<file path="src/rtl/two_level_predictor_pkg.sv">
// Shared lc3b_types package: machine word type, predictor FSM states and
// default predictor geometry used by two_level_predictor and its table.
package lc3b_types;

  typedef logic [15:0] lc3b_word;

  typedef enum logic {
    INIT = 1'b0,
    RUN  = 1'b1
  } lc3b_pred_state;

  localparam int PRED_PC_BITS   = 3;
  localparam int PRED_HIST_BITS = 4;
  localparam int PRED_CTR_BITS  = 2;

endpackage

</file>
<file path="src/rtl/two_level_predictor_sat_table.sv">
// pred_sat_table: array of saturating counters with a sweep-clear write port,
// one combinational read port and one read-modify-write saturating update port.
module pred_sat_table #(
  parameter int IDX_BITS = 7,
  parameter int WIDTH    = 2
) (
  input  logic                clk,
  input  logic                i_clr_en,
  input  logic [IDX_BITS-1:0] i_clr_idx,
  input  logic [WIDTH-1:0]    i_clr_val,
  input  logic [IDX_BITS-1:0] i_rd_idx,
  output logic [WIDTH-1:0]    o_rd_data,
  input  logic                i_upd_en,
  input  logic [IDX_BITS-1:0] i_upd_idx,
  input  logic                i_upd_inc
);

  localparam int              DEPTH   = 1 << IDX_BITS;
  localparam logic [WIDTH-1:0] CTR_MAX = '1;
  localparam logic [WIDTH-1:0] CTR_ONE = WIDTH'(1);

  logic [WIDTH-1:0] r_mem [DEPTH];
  logic [WIDTH-1:0] w_updOld;
  logic [WIDTH-1:0] w_updNew;

  assign w_updOld = r_mem[i_upd_idx];

  always_comb begin
    w_updNew = w_updOld;
    if (i_upd_inc) begin
      if (w_updOld != CTR_MAX) begin
        w_updNew = w_updOld + CTR_ONE;
      end
    end else if (w_updOld != '0) begin
      w_updNew = w_updOld - CTR_ONE;
    end
  end

  // Write-first: a read of the entry being updated this cycle sees the new value.
  assign o_rd_data = (i_upd_en && (i_upd_idx == i_rd_idx)) ? w_updNew : r_mem[i_rd_idx];

  always_ff @(posedge clk) begin
    if (i_clr_en) begin
      r_mem[i_clr_idx] <= i_clr_val;
    end else if (i_upd_en) begin
      r_mem[i_upd_idx] <= w_updNew;
    end
  end

endmodule

</file>
<file path="src/rtl/two_level_predictor.sv">
// Two-level adaptive branch predictor: per-PC local history (BHT) indexing a
// PHT of saturating counters. Optional misprediction counter under PRED_STATS_EN.
module two_level_predictor
  import lc3b_types::*;
#(
  parameter int PC_BITS   = PRED_PC_BITS,
  parameter int HIST_BITS = PRED_HIST_BITS,
  parameter int CTR_BITS  = PRED_CTR_BITS
) (
  input  logic                 clk,
  input  logic                 rst,
  output logic                 ready,
  input  logic                 pred_req,
  input  lc3b_word             pred_pc,
  output logic                 pred_valid,
  output logic                 pred_taken,
  output logic [HIST_BITS-1:0] pred_hist,
  input  logic                 upd_valid,
  input  lc3b_word             upd_pc,
  input  logic [HIST_BITS-1:0] upd_hist,
  input  logic                 upd_taken,
  input  logic                 upd_mispred,
  output logic [15:0]          mispred_cnt
);

  localparam int                   IDX_BITS  = PC_BITS + HIST_BITS;
  localparam int                   BHT_DEPTH = 1 << PC_BITS;
  localparam int                   PHT_DEPTH = 1 << IDX_BITS;
  localparam logic [CTR_BITS-1:0]  WEAK_NT   = CTR_BITS'((1 << (CTR_BITS - 1)) - 1);
  localparam logic [IDX_BITS-1:0]  LAST_IDX  = IDX_BITS'(PHT_DEPTH - 1);
  localparam logic [IDX_BITS-1:0]  IDX_ONE   = IDX_BITS'(1);

  lc3b_pred_state       r_state;
  lc3b_pred_state       w_stateNext;
  logic [IDX_BITS-1:0]  r_sweepIdx;
  logic [IDX_BITS-1:0]  w_sweepIdxNext;
  logic                 w_sweeping;
  logic                 w_running;

  logic [HIST_BITS-1:0] r_bht [BHT_DEPTH];

  logic                 w_clrEn;
  logic                 w_updEn;
  logic                 w_predEn;
  logic [PC_BITS-1:0]   w_predBi;
  logic [PC_BITS-1:0]   w_updBi;
  logic [HIST_BITS-1:0] w_newHist;
  logic [HIST_BITS-1:0] w_predHist;
  logic [IDX_BITS-1:0]  w_predIdx;
  logic [IDX_BITS-1:0]  w_updIdx;
  logic [CTR_BITS-1:0]  w_phtRd;

  logic                 r_predValid;
  logic                 r_predTaken;
  logic [HIST_BITS-1:0] r_predHist;

  always_ff @(posedge clk) begin
    if (rst) begin
      r_state    <= INIT;
      r_sweepIdx <= '0;
    end else begin
      r_state    <= w_stateNext;
      r_sweepIdx <= w_sweepIdxNext;
    end
  end

  always_comb begin
    w_stateNext    = r_state;
    w_sweepIdxNext = r_sweepIdx;
    w_sweeping     = 1'b0;
    w_running      = 1'b0;
    if (r_state == INIT) begin
      w_sweeping     = 1'b1;
      w_sweepIdxNext = r_sweepIdx + IDX_ONE;
      if (r_sweepIdx == LAST_IDX) begin
        w_stateNext = RUN;
      end
    end else begin
      w_running = 1'b1;
    end
  end

  // The PHT has no reset of its own, so every write is gated by rst here.
  assign w_clrEn  = w_sweeping && !rst;
  assign w_updEn  = w_running && !rst && upd_valid;
  assign w_predEn = w_running && !rst && pred_req;

  assign w_predBi = pred_pc[PC_BITS:1];
  assign w_updBi  = upd_pc[PC_BITS:1];
  assign w_updIdx = {w_updBi, upd_hist};

  generate
    if (HIST_BITS > 1) begin : g_histShift
      assign w_newHist = {r_bht[w_updBi][HIST_BITS-2:0], upd_taken};
    end else begin : g_histSingle
      assign w_newHist = upd_taken;
    end
  endgenerate

  assign w_predHist = (w_updEn && (w_updBi == w_predBi)) ? w_newHist : r_bht[w_predBi];
  assign w_predIdx  = {w_predBi, w_predHist};

  always_ff @(posedge clk) begin
    if (w_clrEn) begin
      r_bht[r_sweepIdx[PC_BITS-1:0]] <= '0;
    end else if (w_updEn) begin
      r_bht[w_updBi] <= w_newHist;
    end
  end

  pred_sat_table #(
    .IDX_BITS (IDX_BITS),
    .WIDTH    (CTR_BITS)
  ) u_pht (
    .clk       (clk),
    .i_clr_en  (w_clrEn),
    .i_clr_idx (r_sweepIdx),
    .i_clr_val (WEAK_NT),
    .i_rd_idx  (w_predIdx),
    .o_rd_data (w_phtRd),
    .i_upd_en  (w_updEn),
    .i_upd_idx (w_updIdx),
    .i_upd_inc (upd_taken)
  );

  always_ff @(posedge clk) begin
    if (rst) begin
      r_predValid <= 1'b0;
      r_predTaken <= 1'b0;
      r_predHist  <= '0;
    end else begin
      r_predValid <= w_predEn;
      if (w_predEn) begin
        r_predTaken <= w_phtRd[CTR_BITS-1];
        r_predHist  <= w_predHist;
      end
    end
  end

  // Outputs are forced low combinationally so they read zero for the whole reset window.
  assign ready      = !rst && (r_state == RUN);
  assign pred_valid = !rst && r_predValid;
  assign pred_taken = !rst && r_predTaken;
  assign pred_hist  = rst ? '0 : r_predHist;

`ifdef PRED_STATS_EN
  logic [15:0] r_mispredCnt;

  always_ff @(posedge clk) begin
    if (rst) begin
      r_mispredCnt <= '0;
    end else if (w_updEn && upd_mispred && (r_mispredCnt != 16'hFFFF)) begin
      r_mispredCnt <= r_mispredCnt + 16'd1;
    end
  end

  assign mispred_cnt = rst ? '0 : r_mispredCnt;
`else
  logic w_unusedMispred;
  assign w_unusedMispred = upd_mispred;
  assign mispred_cnt     = '0;
`endif

  logic w_unusedPcBits;
  assign w_unusedPcBits = ^{pred_pc[15:PC_BITS+1], pred_pc[0], upd_pc[15:PC_BITS+1], upd_pc[0]};

endmodule

</file>
<file path="config.mk">
export PLATFORM = sky130hd
export DESIGN_NAME = two_level_predictor
export DESIGN_NICKNAME = d
export VERILOG_FILES = /design/src/rtl/two_level_predictor_pkg.sv /design/src/rtl/two_level_predictor_sat_table.sv /design/src/rtl/two_level_predictor.sv
export SDC_FILE = /design/constraint.sdc
export NUM_CORES = 1
export LEC_CHECK = 0
export CAP_MARGIN = 20
export CELL_PAD_IN_SITES_DETAIL_PLACEMENT = 0
export CELL_PAD_IN_SITES_GLOBAL_PLACEMENT = 1
export CORE_MARGIN = 2
export CORE_UTILIZATION = 50
export DETAILED_ROUTE_END_ITERATION = 6
export MAX_ROUTING_LAYER = met4
export PLACE_DENSITY = 0.85
export SYNTH_ARGS = -nofsm -noshare
export SYNTH_HDL_FRONTEND = slang
export SYNTH_SLANG_ARGS = --single-unit
</file>
<file path="constraint.sdc">
create_clock -name clk -period 13.2 [get_ports clk]
set_clock_uncertainty 0.2 [all_clocks]
set_input_delay 1.32 -clock clk [delete_from_list [all_inputs] [get_ports clk]]
set_output_delay 1.32 -clock clk [all_outputs]
set_load 0.02 [all_outputs]
</file>
# [Yosys cells after proc, flatten, opt, wreduce, memory -nomap -nowiden]
# Memory sizes are Yosys's and may differ from the RTL's. A register that Yosys moved wholly into a read port is not among the register bits.
# Index checks and enable logic that the tools add are counted.
[word_totals] word_cells=44 mem_count=2 output_inout_bits=23 ram_bits=288 latchBits=0 romBits=0 in_bits=42 register_bits=13
[mem_list] memory="u_pht.r_mem" depth=128 width=2 rd=2 rd_ports_with_merged_regs=1 write_ports=1 line_no="two_level_predictor_sat_table.sv:22" text="logic [WIDTH-1:0] r_mem [DEPTH];"
[mem_list] memory="r_bht" depth=8 width=4 rd=2 rd_ports_with_merged_regs=0 write_ports=1 line_no="two_level_predictor.sv:40" text="logic [HIST_BITS-1:0] r_bht [BHT_DEPTH];"
[op_classes] n_mul=0 shift=0 reduce_logical=12 div=0 n_eq_ne=3 bitwise_logic=0 order_cmp=0 add_sub_neg=3 muxes=20
[ops] op="$mux W4" count=3
[ops] op="$mux W1" count=11
[ops] op="$logic_and A1 B1 Y1" count=8
[ops] op="$mux W2" count=4
[ops] op="$add A7 B1 Y7 const B" count=1
[ops] op="$eq A7 B7 Y1 const B" count=1
[ops] op="$mux W7" count=1
[ops] op="$reduce_or A4 Y1" count=1
[ops] op="$eq A3 B3 Y1" count=1
[ops] op="$mux W3" count=1
[ops] op="$add A2 B1 Y2 const B" count=1
[ops] op="$ne A2 B2 Y1 const B" count=1
[ops] op="$reduce_bool A2 Y1" count=1
[ops] op="$reduce_or A2 Y1" count=1
[ops] op="$sub A2 B1 Y2 const B" count=1
[ops] op="$logic_not A1 Y1" count=1

# [Logic depth before layout (Yosys ltp)]
# Gate-level depths: netlist of run 1.
[depth] depth_word=8 ltp_mapped=14 depth_no_buf=9

# [By module]
# Synthesis of run 1 repeated with hierarchy kept, for this count alone.
[unflattened] cells_unflattened=866 area_unflattened_um2=15045.7
[modules_own_cells] mod="pred_sat_table" n_inst=1 cells_per_inst=695 area_each_um2=12708.4 seq_area_each_um2=7687.4
[modules_own_cells] mod="two_level_predictor" n_inst=1 cells_per_inst=171 area_each_um2=2337.2 seq_area_each_um2=1241.2

# [Worst setup path after synthesis of run 1]
# Ideal clock, no wire load.
[synth_path] path_type="input to register" start="input port upd_hist[0]" end="memory u_pht.r_mem[0][0], data pin" path_stages=9 n_path_buf=2 required_ns=11.803 setup_ns=1.197 arrival_time_ns=8.596 setup_slack_ns=3.208 path_cell_list="clkbuf_1 buf_1 mux4_2 mux4_2 a22oi_1 nand4_1 inv_1 a21oi_1 o21ai_0"
[synth_via] elab_chain_cells=5 word_cells_on_any_way=9 cone_classes="2 x add/sub; 1 x eq/ne; 4 x mux; 1 x reduce/logical; 1 x memory"
[synth_lines] item="start: declaration" line_no="two_level_predictor.sv:20" text="input logic [HIST_BITS-1:0] upd_hist,"
[synth_lines] item="$mem_v2 Z128 W2 (*)"
[synth_lines] item="$sub A2 B1 Y2, or another cell as far along" line_no="two_level_predictor_sat_table.sv:35" text="w_updNew = w_updOld - CTR_ONE;"
[synth_lines] item="$mux W2 (on tied branches)" line_no="two_level_predictor_sat_table.sv:34, two_level_predictor_sat_table.sv:31"
[synth_lines] item="$mux W2 (*)" line_no="two_level_predictor_sat_table.sv:30" text="if (i_upd_inc) begin"
[synth_lines] item="$mux W2 (no line) (*)"
[synth_lines] item="end: declaration" line_no="two_level_predictor_sat_table.sv:22"
# Every way passes the cells marked *; elsewhere a longest branch is shown, timed or not.

# [Worst setup path in the final report of run 1]
[layout_path] start="input port upd_hist[0]" end="memory u_pht.r_mem[4][0], data pin"
# Same word-level chain as after synthesis.

==> results of run 1 <==
-- kinds of logic (layout without fill, tap and decap cells) --
logic type,Yosys count,count (layout),share of synthesized area
other,1,16,0.000260
muxes,132,132,0.169
xor gates and xnor gates,13,13,0.00788
AOI/OAI and AO/OA,116,116,0.0544
buffers and inverters,89,101,0.0310
and+or+nand+nor,394,394,0.118
adders and majority gates,1,1,0.000866
DFF,302,302,0.618
-- cells in the mapped netlist (2+ instances only) --
master / n / share of area
nand3b_1: 4 / 0.0021
o22a_1: 2 / 0.0012
o21ai_0: 21 / 0.0073
a22oi_1: 4 / 0.0021
o31ai_1: 3 / 0.0016
nor2_1: 179 / 0.047
a31oi_1: 3 / 0.0013
and3_1: 5 / 0.0022
o221ai_1: 2 / 0.0012
a211oi_1: 8 / 0.0042
clkbuf_1: 30 / 0.0078
xnor2_1: 6 / 0.0036
nand4_1: 7 / 0.0030
or2_2: 2 / 0.00087
o211ai_1: 5 / 0.0026
nand2_1: 113 / 0.029
or3_1: 2 / 0.00087
buf_1: 15 / 0.0039
xor2_1: 7 / 0.0042
mux2_2: 4 / 0.0031
o21a_1: 4 / 0.0021
a21oi_1: 22 / 0.0076
nor2b_1: 9 / 0.0039
nor3_1: 8 / 0.0028
nor4_1: 5 / 0.0022
o41ai_1: 2 / 0.0012
buf_6: 4 / 0.0031
nand3_1: 37 / 0.013
o22ai_1: 14 / 0.0061
dfxtp_1: 14 / 0.019
o21bai_1: 2 / 0.0010
mux4_2: 87 / 0.14
a2111oi_2: 2 / 0.0021
nor3b_1: 4 / 0.0021
a311oi_1: 4 / 0.0024
buf_2: 16 / 0.0055
a32oi_1: 5 / 0.0030
a221oi_1: 3 / 0.0018
edfxtp_1: 288 / 0.60
inv_1: 6 / 0.0016
nand2b_1: 14 / 0.0061
buf_4: 17 / 0.0088
a21boi_0: 2 / 0.0010
mux2i_1: 38 / 0.026
-- cell type report --
| cell class | instances | area [um2] |
|---|---|---|
| Fill cell | 2320 | 12600 |
| Sequential cell | 302 | 8930 |
| Multi-Input combinational cell | 672 | 5150 |
| Clock buffer | 35 | 791 |
| Tap cell | 384 | 480 |
| Timing Repair Buffer | 37 | 363 |
| Clock inverter | 22 | 188 |
| Inverter | 7 | 26.3 |
-- worst reg2reg max path: stages, from the launching register on --
cell and delay, ns:
dfxtp_1 0.69, nand3b_4 0.41, or4_1 1.02, mux2i_4 0.81, buf_4 0.42, nand2_1 0.10, a32oi_1 0.35, a22oi_1 0.20
a211oi_1 0.43, a2111oi_2 0.10, a211oi_1 0.24
-- worst paths after layout --
kind	start	to	depth (start not counted)
setup / recovery	upd_hist[0]	u_pht.r_mem[4][0]	12
hold / removal	r_predHist[1]	r_predHist[1]	3
setup reg to reg	r_state	r_predTaken	10
hold reg to reg	r_predHist[1]	r_predHist[1]	3
-- cell usage in the layout (no fill, tap or decap), drive strengths merged, types with 8 or more instances in the layout --
master           n
conb            16
mux4            88
nor2b            9
o21ai           22
clkdlybuf4s50   19
buf             17
nand2          113
a21oi           22
nor2           179
o22ai           14
nand3           37
edfxtp         288
mux2i           39
nand2b          14
dfxtp           14
nor3             8
clkbuf          36
a211oi           8
clkinv          17
-- where the power goes --
| group | total, mW | switching, mW | internal, mW |
|---|---|---|---|
| clock | 0.847 | 0.360 | 0.487 |
| combinational | 0.151 | 0.100 | 0.0511 |
| sequential | 1.04 | 0.00313 | 1.04 |
-- per-layer routing --
metal / vias up / GRT usage
met4: 0 / 0.0826
met2: 449 / 0.399
met5: - / -
met1: 4650 / 0.337
met3: 81 / 0.0365
li1: 3994 / -
-- through the flow --
step / worst slack, ns / instances
global route: 6.86 / 1459
global placement: 6.77 / 1399
finish: 7.24 / 1459
floorplan: 3.21 / 1063
detailed placement: 6.63 / 1400
CTS: 7.20 / 1457
-- state kept, by name, summed over array words and instances, names as in the netlist --
name         flops
r_bht           32
r_predValid      1
r_predTaken      1
r_state          1
u_pht.r_mem    256
r_sweepIdx       7
r_predHist       4
==> metrics.cfg, run 1 <==
[sta]
period_minus_slack_ns=5.96
rsz0062_at_grt=false
fmax_ghz=0.168
tightest_slew_ns=1.15
maxSlewHeadroom=0.229
min_period_over_period=0.451
setup_violations=0
final-hold-violation-count=0
hold_slack_ns=0.376
slew_violations=0
fin_tns_setup_ns=0

[final_layout]
fin_util=0.558
drive_gt1_frac=0.158
finalInstanceArea_um2=15900
antenna_cells=0
syn2layout_area_growth_pct=10.3
design.final.nets=1094

[routing]
routed_wl_um=36800
met1Wirelength_um=14600
route.met2.wl_um=17900
wl_met3_um=3130
vias_per_cell=6.29
ant_nets=0
detail_route.iter0.violations=1236
vias=9174
first_pass_iters=5
wl_per_cell_um=25.2
drcViolationCount=0
topRoutingLayerUsed=met4

[grt]
grt_max_degree=97
grt_pass1_vias=9109
grt-ovfl-total=0
grt_pass1_wl_um=55200
grt_use_total=0.251
antenna_found_initial=0

[critical_path]
worstSetupPathType=in -> reg
ff2ff_setup_slack_ns=8.14
worstPathRequired_ns=13.23
crit_family=buffers and inverters
end_kind=flop
critPathBufInv=5
arrival_ns=5.99
slowest_delay_ns=0.80
path_max_fanout=96
cpMostUsedCell=buf_4
cp-start-kind=input port
cp_slowest_cell=buf_4
cp_cell_sequence=buf_4, buf_4, buf_4, mux4_2, mux2i_1, a211oi_1, a22oi_1, nand4_1, inv_1, a21oi_1, o21ai_4, buf_4

[clock_network]
tritoncts=built
clk_pin_slew_ns=0.06
ctsHoldBuffers=0
cts_resized=0
cts_sinks=302
clock_path_buffers=3
htree_levels=1
cts-root-buf=clkbuf_16
clock_latency_ns=0.56
cts_setup_buffers=0
numCtsBuffers=31

[synth]
yosysSeqAreaShare=0.618
syn_inst=1048
syn_area_per_cell_um2=13.8
ys_ff_latch=302
synth_edf_count=288
ys.flop_type=edfxtp_1
synthesis.area_um2=14400
synth_warnings=0
yosysUniqueCellTypes=63
postSynth.asyncResetShare=0

[floorplanning]
rows=62
ios=65
initial_utilization=0.506
dieWidth_um=174
die_area_um2=30300
coreArea_um2=28500
fp.dieH_um=174

[run_status]
status=complete, no violations

[worst_hold_path]
holdCritPathClass=reg -> reg

[placed_design]
gp_congestion=0.877
dp_hpwl_um=22800
placed_area_um2=14900
io_buffer_count=21

[power_and_ir_drop]
p_leak_nw=5.52
peakVddDrop_v=0.000108
p_per_area_nw_per_um2=128
p_total_mw=2.04

[run]
cap_violations=0

No activity file was read; power rests on OpenSTA's default activity.
==> run 2: changes to the inputs <==
Settings changed: CORE_UTILIZATION 50 to 46, PLACE_DENSITY 0.85 to 0.82.
Clock period 13.2 ns to 5.17 ns, I/O delays scaled along.
==> run 2 against run 1 <==
Sequential power rose to 2.6 times the previous value. Design area is 0.91% higher. Worst hold slack worse by 0.0026 ns. Global-route usage shrank 1.8 points. Count of clock-buffer cells in the layout rose by 6. Setup slack worse by 6.5 ns. Largest power group unchanged. Critical endpoint is now r_predTaken. Combinational power rose to 2.7 times the previous value. Highest routed layer unchanged. Non-clock buffer count increased by 30. Via count grew 0.60%.
==> metrics.cfg, run 2 (same netlist as run 1, synthesis figures left out) <==
[routing]
routed_wl_um=36800  ; about the same
drcViolationCount=0  ; unchanged
vias=9229  ; was 9174
detail_route.iter0.violations=1128  ; was 1236
wl_per_cell_um=24.6  ; was 25.2 um
first_pass_iters=6  ; was 5
ant_nets=0  ; unchanged
vias_per_cell=6.17  ; was 6.29

[clock_network]
cts-root-buf=clkbuf_16  ; unchanged
tritoncts=built  ; unchanged
clock_path_buffers=3  ; unchanged
cts_resized=0  ; unchanged
cts_setup_buffers=0  ; unchanged
ctsHoldBuffers=0  ; unchanged
cts_sinks=302  ; unchanged
numCtsBuffers=30  ; was 31
htree_levels=1  ; unchanged
clk_pin_slew_ns=0.06  ; about the same
clock_latency_ns=0.56  ; about the same

[placed_design]
gp_congestion=0.898  ; was 0.877
dp_slack_ns=0.378  ; was 6.63 ns
place_inst=1444  ; was 1400
io_buffer_count=21  ; unchanged
dp_hpwl_um=24500  ; was 22800 um

[grt]
grt_pass1_wl_um=56000  ; was 55200 um
antenna_found_initial=0  ; unchanged
grt-ovfl-total=0  ; unchanged
grt_max_degree=93  ; was 97
grt_pass1_vias=9326  ; was 9109
grt_use_total=0.233  ; was 0.251

[sta]
setup_violations=0  ; unchanged
setup_slack_ns=0.770  ; was 7.24 ns
maxSlewHeadroom=0.218  ; was 0.229
min_period_over_period=0.851
tightest_slew_ns=1.17  ; was 1.15 ns
fin_tns_setup_ns=0  ; unchanged
period_minus_slack_ns=4.40
slew_violations=0  ; unchanged
rsz0062_at_grt=false  ; unchanged
final-hold-violation-count=0  ; unchanged
fmax_ghz=0.227

[floorplanning]
fp.dieH_um=181  ; was 174 um
ios=65  ; unchanged
dieWidth_um=181  ; was 174 um
rows=64  ; was 62
die_area_um2=32800  ; was 30300 um2
coreArea_um2=30700  ; was 28500 um2
initial_utilization=0.470  ; was 0.506

[final_layout]
final_cells=1495  ; was 1459
layout_common_cells=edfxtp_1 (288), nor2_1 (179), nand2_1 (112)  ; unchanged
design.final.nets=1123  ; was 1094
antenna_cells=0  ; unchanged
drive_gt1_frac=0.168  ; was 0.158
syn2layout_area_growth_pct=11.3  ; was 10.3%
top_regs=u_pht.r_mem (256), r_bht (32), r_sweepIdx (7)  ; unchanged
fillCellCount=2561  ; was 2320
final_common_cell=edfxtp_1  ; unchanged
top_register=u_pht.r_mem  ; unchanged
largest_reg_flops=256  ; unchanged

[run_status]
status=complete, no violations  ; unchanged

[critical_path]
arrival_ns=4.67  ; was 5.99 ns
cp-start-kind=input port  ; unchanged
worstPathRequired_ns=5.44  ; was 13.23 ns
worstSetupPathType=in -> reg  ; unchanged
path_max_fanout=10  ; was 96
end_kind=flop  ; unchanged

[power_and_ir_drop]
p_leak_nw=5.59  ; was 5.52 nW
p_per_area_nw_per_um2=311  ; was 128 nW/um2
peakVddDrop_v=0.000251  ; was 0.000108 V

[worst_hold_path]
holdCritPathClass=reg -> reg  ; unchanged

[run]
cap_violations=0  ; unchanged

run 2: where the power goes:
group          leakage, nW  internal [mW]  total [mW]  switching (mW)
Clock                0.409           1.06        1.94           0.881
Sequential            3.24           2.65        2.66         0.00785
Combinational         1.95          0.148       0.401           0.253
run 2: final cells by class:
cell class | instances | area (um2) | area share
inverter | 7 | 26.3 | 0.00163
clock buffer | 41 | 792 | 0.0493
tap | 396 | 495 | 0.0308
sequential | 302 | 8930 | 0.555
clock inverter | 10 | 56.3 | 0.00350
multi-input combinational | 672 | 5150 | 0.321
timing repair buffer | 67 | 623 | 0.0388
run 2: worst paths after layout:
| kind | start | end | slack (ns) | cells after the start |
|---|---|---|---|---|
| worst min register to register | r_predHist[0] | r_predHist[0] | 0.37 | 3 |
| worst max-delay path | pred_pc[1] | r_predTaken | 0.77 | 11 |
| worst max register to register | r_state | r_predTaken | 0.78 | 10 |
| worst min-delay path | r_predHist[0] | r_predHist[0] | 0.37 | 3 |
run 2: stage by stage:
stage          total power [mW]   util  hold slack, ns  instance area, um2
6_report                   5.00  0.523           0.374               16100
5_1_grt                    5.14  0.523           0.421               16100
4_1_cts                    5.01  0.523           0.381               16100
3_5_place_dp               3.11  0.495           0.372               15200
3_3_place_gp               3.10  0.495           0.366               15200
2_1_floorplan              2.97      -           0.351               14500
run 2: critical path: stages:
cell             delay [ns]
clkdlybuf4s50_1        0.59
xor2_1                 0.27
or4_1                  0.72
buf_4                  0.27
mux2i_2                0.60
nand2_1                0.35
a211oi_1               0.35
nor4_1                 0.12
a211oi_1               0.51
a2111oi_2              0.12
a211oi_1               0.26
run 2: per-layer routing:
layer	global-route usage	share of wire	vias up
li1	-	-	4047
met1	0.311	0.40	4616
met2	0.366	0.47	477
met3	0.0353	0.089	89
met4	0.0846	0.039	0
met5	-	0	-
==> run 3: changes to the inputs <==
Settings changed: CORE_UTILIZATION 46 to 48, PLACE_DENSITY 0.82 to 0.83, SYNTH_HIERARCHICAL from default to 1.
==> run 3 against run 2 <==
Core utilization up 2.8 points. Combinational power increased by 12%. Largest power group unchanged. Fmax decreased by 1.4%. First-iteration DRC count is 25% lower. Final cell count is 16% lower.
==> metrics.cfg, run 3 <==
[clock_network]
clk_pin_slew_ns=0.06  ; about the same
cts_resized=0  ; unchanged
ctsHoldBuffers=0  ; unchanged
numCtsBuffers=30  ; unchanged
clock_latency_ns=0.57  ; was 0.56 ns
cts-root-buf=clkbuf_16  ; unchanged
tritoncts=built  ; unchanged
cts_setup_buffers=0  ; unchanged
cts_sinks=302  ; unchanged
clock_path_buffers=3  ; unchanged
htree_levels=1  ; unchanged

[critical_path]
r2r_start=r_state  ; unchanged
crit_family=multiplexers  ; was compound AO/OA/AOI/OAI gates
path_max_fanout=18  ; was 10
slowest_delay_ns=0.61  ; was 0.72 ns
critPathBufInv=2  ; unchanged
cp-start-kind=input port  ; unchanged
arrival_ns=4.70  ; was 4.67 ns
cp_slowest_cell=clkdlybuf4s50_1  ; was or4_1
r2r_end=r_predTaken  ; unchanged
end_kind=flop  ; unchanged
ff2ff_setup_slack_ns=0.92  ; was 0.78 ns
cp_cell_sequence=clkdlybuf4s50_1, mux4_1, mux2_2, mux2_2, buf_12, mux4_2, mux4_2, mux4_2, nor2b_1, a211oi_1, a21oi_1, mux2_2  ; was clkdlybuf4s50_1, xor2_1, or4_1, buf_4, mux2i_2, nand2_1, a211oi_1, nor4_1, a211oi_1, a2111oi_2, a211oi_1
worstSetupPathType=in -> reg  ; unchanged
worstPathRequired_ns=5.41  ; was 5.44 ns
r2r.worst_path.cells=12  ; was 10

[floorplanning]
rows=62  ; was 64
die_area_um2=30700  ; was 32800 um2
ios=65  ; unchanged
fp.dieH_um=175  ; was 181 um
initial_utilization=0.489  ; was 0.470
coreArea_um2=28800  ; was 30700 um2
dieWidth_um=175  ; was 181 um

[routing]
wl_per_cell_um=24.2  ; was 24.6 um
met1Wirelength_um=12300  ; was 14800 um
vias_per_cell=6.03  ; was 6.17
routed_wl_um=30500  ; was 36800 um
topRoutingLayerUsed=met4  ; unchanged
ant_nets=0  ; unchanged
first_pass_iters=5  ; was 6
route.met2.wl_um=15300  ; was 17300 um
drcViolationCount=0  ; unchanged
wl_met3_um=2310  ; was 3290 um
detail_route.iter0.violations=845  ; was 1128
vias=7601  ; was 9229

[grt]
grt_pass1_vias=7660  ; was 9326
grt-ovfl-total=0  ; unchanged
grt_pass1_wl_um=47100  ; was 56000 um
grt_use_total=0.211  ; was 0.233
antenna_found_initial=0  ; unchanged
grt_max_degree=129  ; was 93

[sta]
slew_violations=0  ; unchanged
hold_slack_ns=0.366  ; was 0.374 ns
tightest_slew_ns=1.00  ; was 1.17 ns
fin_tns_setup_ns=0  ; unchanged
rsz0062_at_grt=false  ; unchanged
fmax_ghz=0.224  ; was 0.227 GHz
maxSlewHeadroom=0.332  ; was 0.218
min_period_over_period=0.864  ; was 0.851
period_minus_slack_ns=4.46  ; was 4.40 ns
final-hold-violation-count=0  ; unchanged
setup_violations=0  ; unchanged

[final_layout]
largest_reg_flops=256  ; unchanged
top_regs=u_pht/r_mem (256), r_bht (32), r_sweepIdx (7)  ; was u_pht.r_mem (256), r_bht (32), r_sweepIdx (7)
top_register=u_pht/r_mem  ; was u_pht.r_mem
layout_common_cells=edfxtp_1 (288), nor2_1 (151), mux4_2 (132)  ; was edfxtp_1 (288), nor2_1 (179), nand2_1 (112)
final_common_cell=edfxtp_1  ; unchanged
design.final.nets=896  ; was 1123
antenna_cells=0  ; unchanged
syn2layout_area_growth_pct=12.6  ; was 11.3%
drive_gt1_frac=0.275  ; was 0.168

[worst_hold_path]
hp-start=r_sweepIdx[0]  ; was r_predHist[0]
min_to=r_sweepIdx[0]  ; was r_predHist[0]
hold_depth=2  ; was 3
holdCritPathClass=reg -> reg  ; unchanged

[power_and_ir_drop]
peakVddDrop_v=0.000233  ; was 0.000251 V
p_leak_nw=4.97  ; was 5.59 nW
p_per_area_nw_per_um2=334  ; was 311 nW/um2

[run_status]
status=complete, no violations  ; unchanged

[run]
cap_violations=0  ; unchanged

[placed_design]
io_buffer_count=21  ; unchanged
gp_congestion=0.798  ; was 0.898
dp_hpwl_um=19600  ; was 24500 um

[synth]
syn_area_per_cell_um2=17.2  ; was 13.8 um2
synthesis.area_um2=14100  ; was 14400 um2
syn_inst=821  ; was 1048
synth_warnings=6  ; was 0

==> run 3: layout make-up <==
cell class,instances,area [um2]
flip-flops and latches,302,8930
inverters,5,18.8
clock inverters,24,226
well taps,384,480
multi-input cells,453,4840
clock buffers,32,758
repair buffers,61,598
fillers,2193,12900
==> run 3: worst register-to-register path, stage by stage (launching register included) <==
cell      delay, ns
dfxtp_1        0.54
nand3b_1       0.21
nor4_4         0.34
buf_4          0.21
mux2i_4        0.25
buf_12         0.28
mux4_2         0.37
mux4_2         0.54
mux4_2         0.52
nor2b_1        0.15
a211oi_1       0.22
a21oi_1        0.07
mux2_2         0.26
==> run 3: how the worst max path moves through the flow <==
stage	start	slack, ns	endpoint	cells past startpoint
2_1_floorplan	upd_hist[0]	0.19	u_pht/r_mem[0][1]	8
3_3_place_gp	pred_pc[1]	0.13	r_predTaken	12
3_5_place_dp	pred_pc[1]	0.15	r_predTaken	12
4_1_cts	pred_pc[1]	0.72	r_predTaken	12
5_1_grt	pred_pc[1]	0.57	r_predTaken	12
6_report	pred_pc[1]	0.71	r_predTaken	12
==> run 3: per-layer routing <==
layer | track usage | vias up
met3 | 0.0307 | 44
li1 | - | 3289
met1 | 0.291 | 3935
met2 | 0.337 | 333
met5 | - | -
met4 | 0.0493 | 0
==> run 3: power by group <==
part | switching [mW] | internal (mW)
logic | 0.242 | 0.208
registers | 0.00788 | 2.69
clock network | 0.931 | 1.22
total | 1.18 | 4.11
==> run 3: per-stage QoR <==
stage	util	worst slack, ns	cell area, um2	power [mW]	std cells
floorplan	-	0.186	14200	3.07	837
detailed placement	0.516	0.149	14800	3.20	1204
global route	0.551	0.567	15900	5.45	1261
global placement	0.516	0.134	14800	3.19	1204
finish	0.551	0.706	15900	5.30	1261
CTS	0.550	0.721	15800	5.33	1260
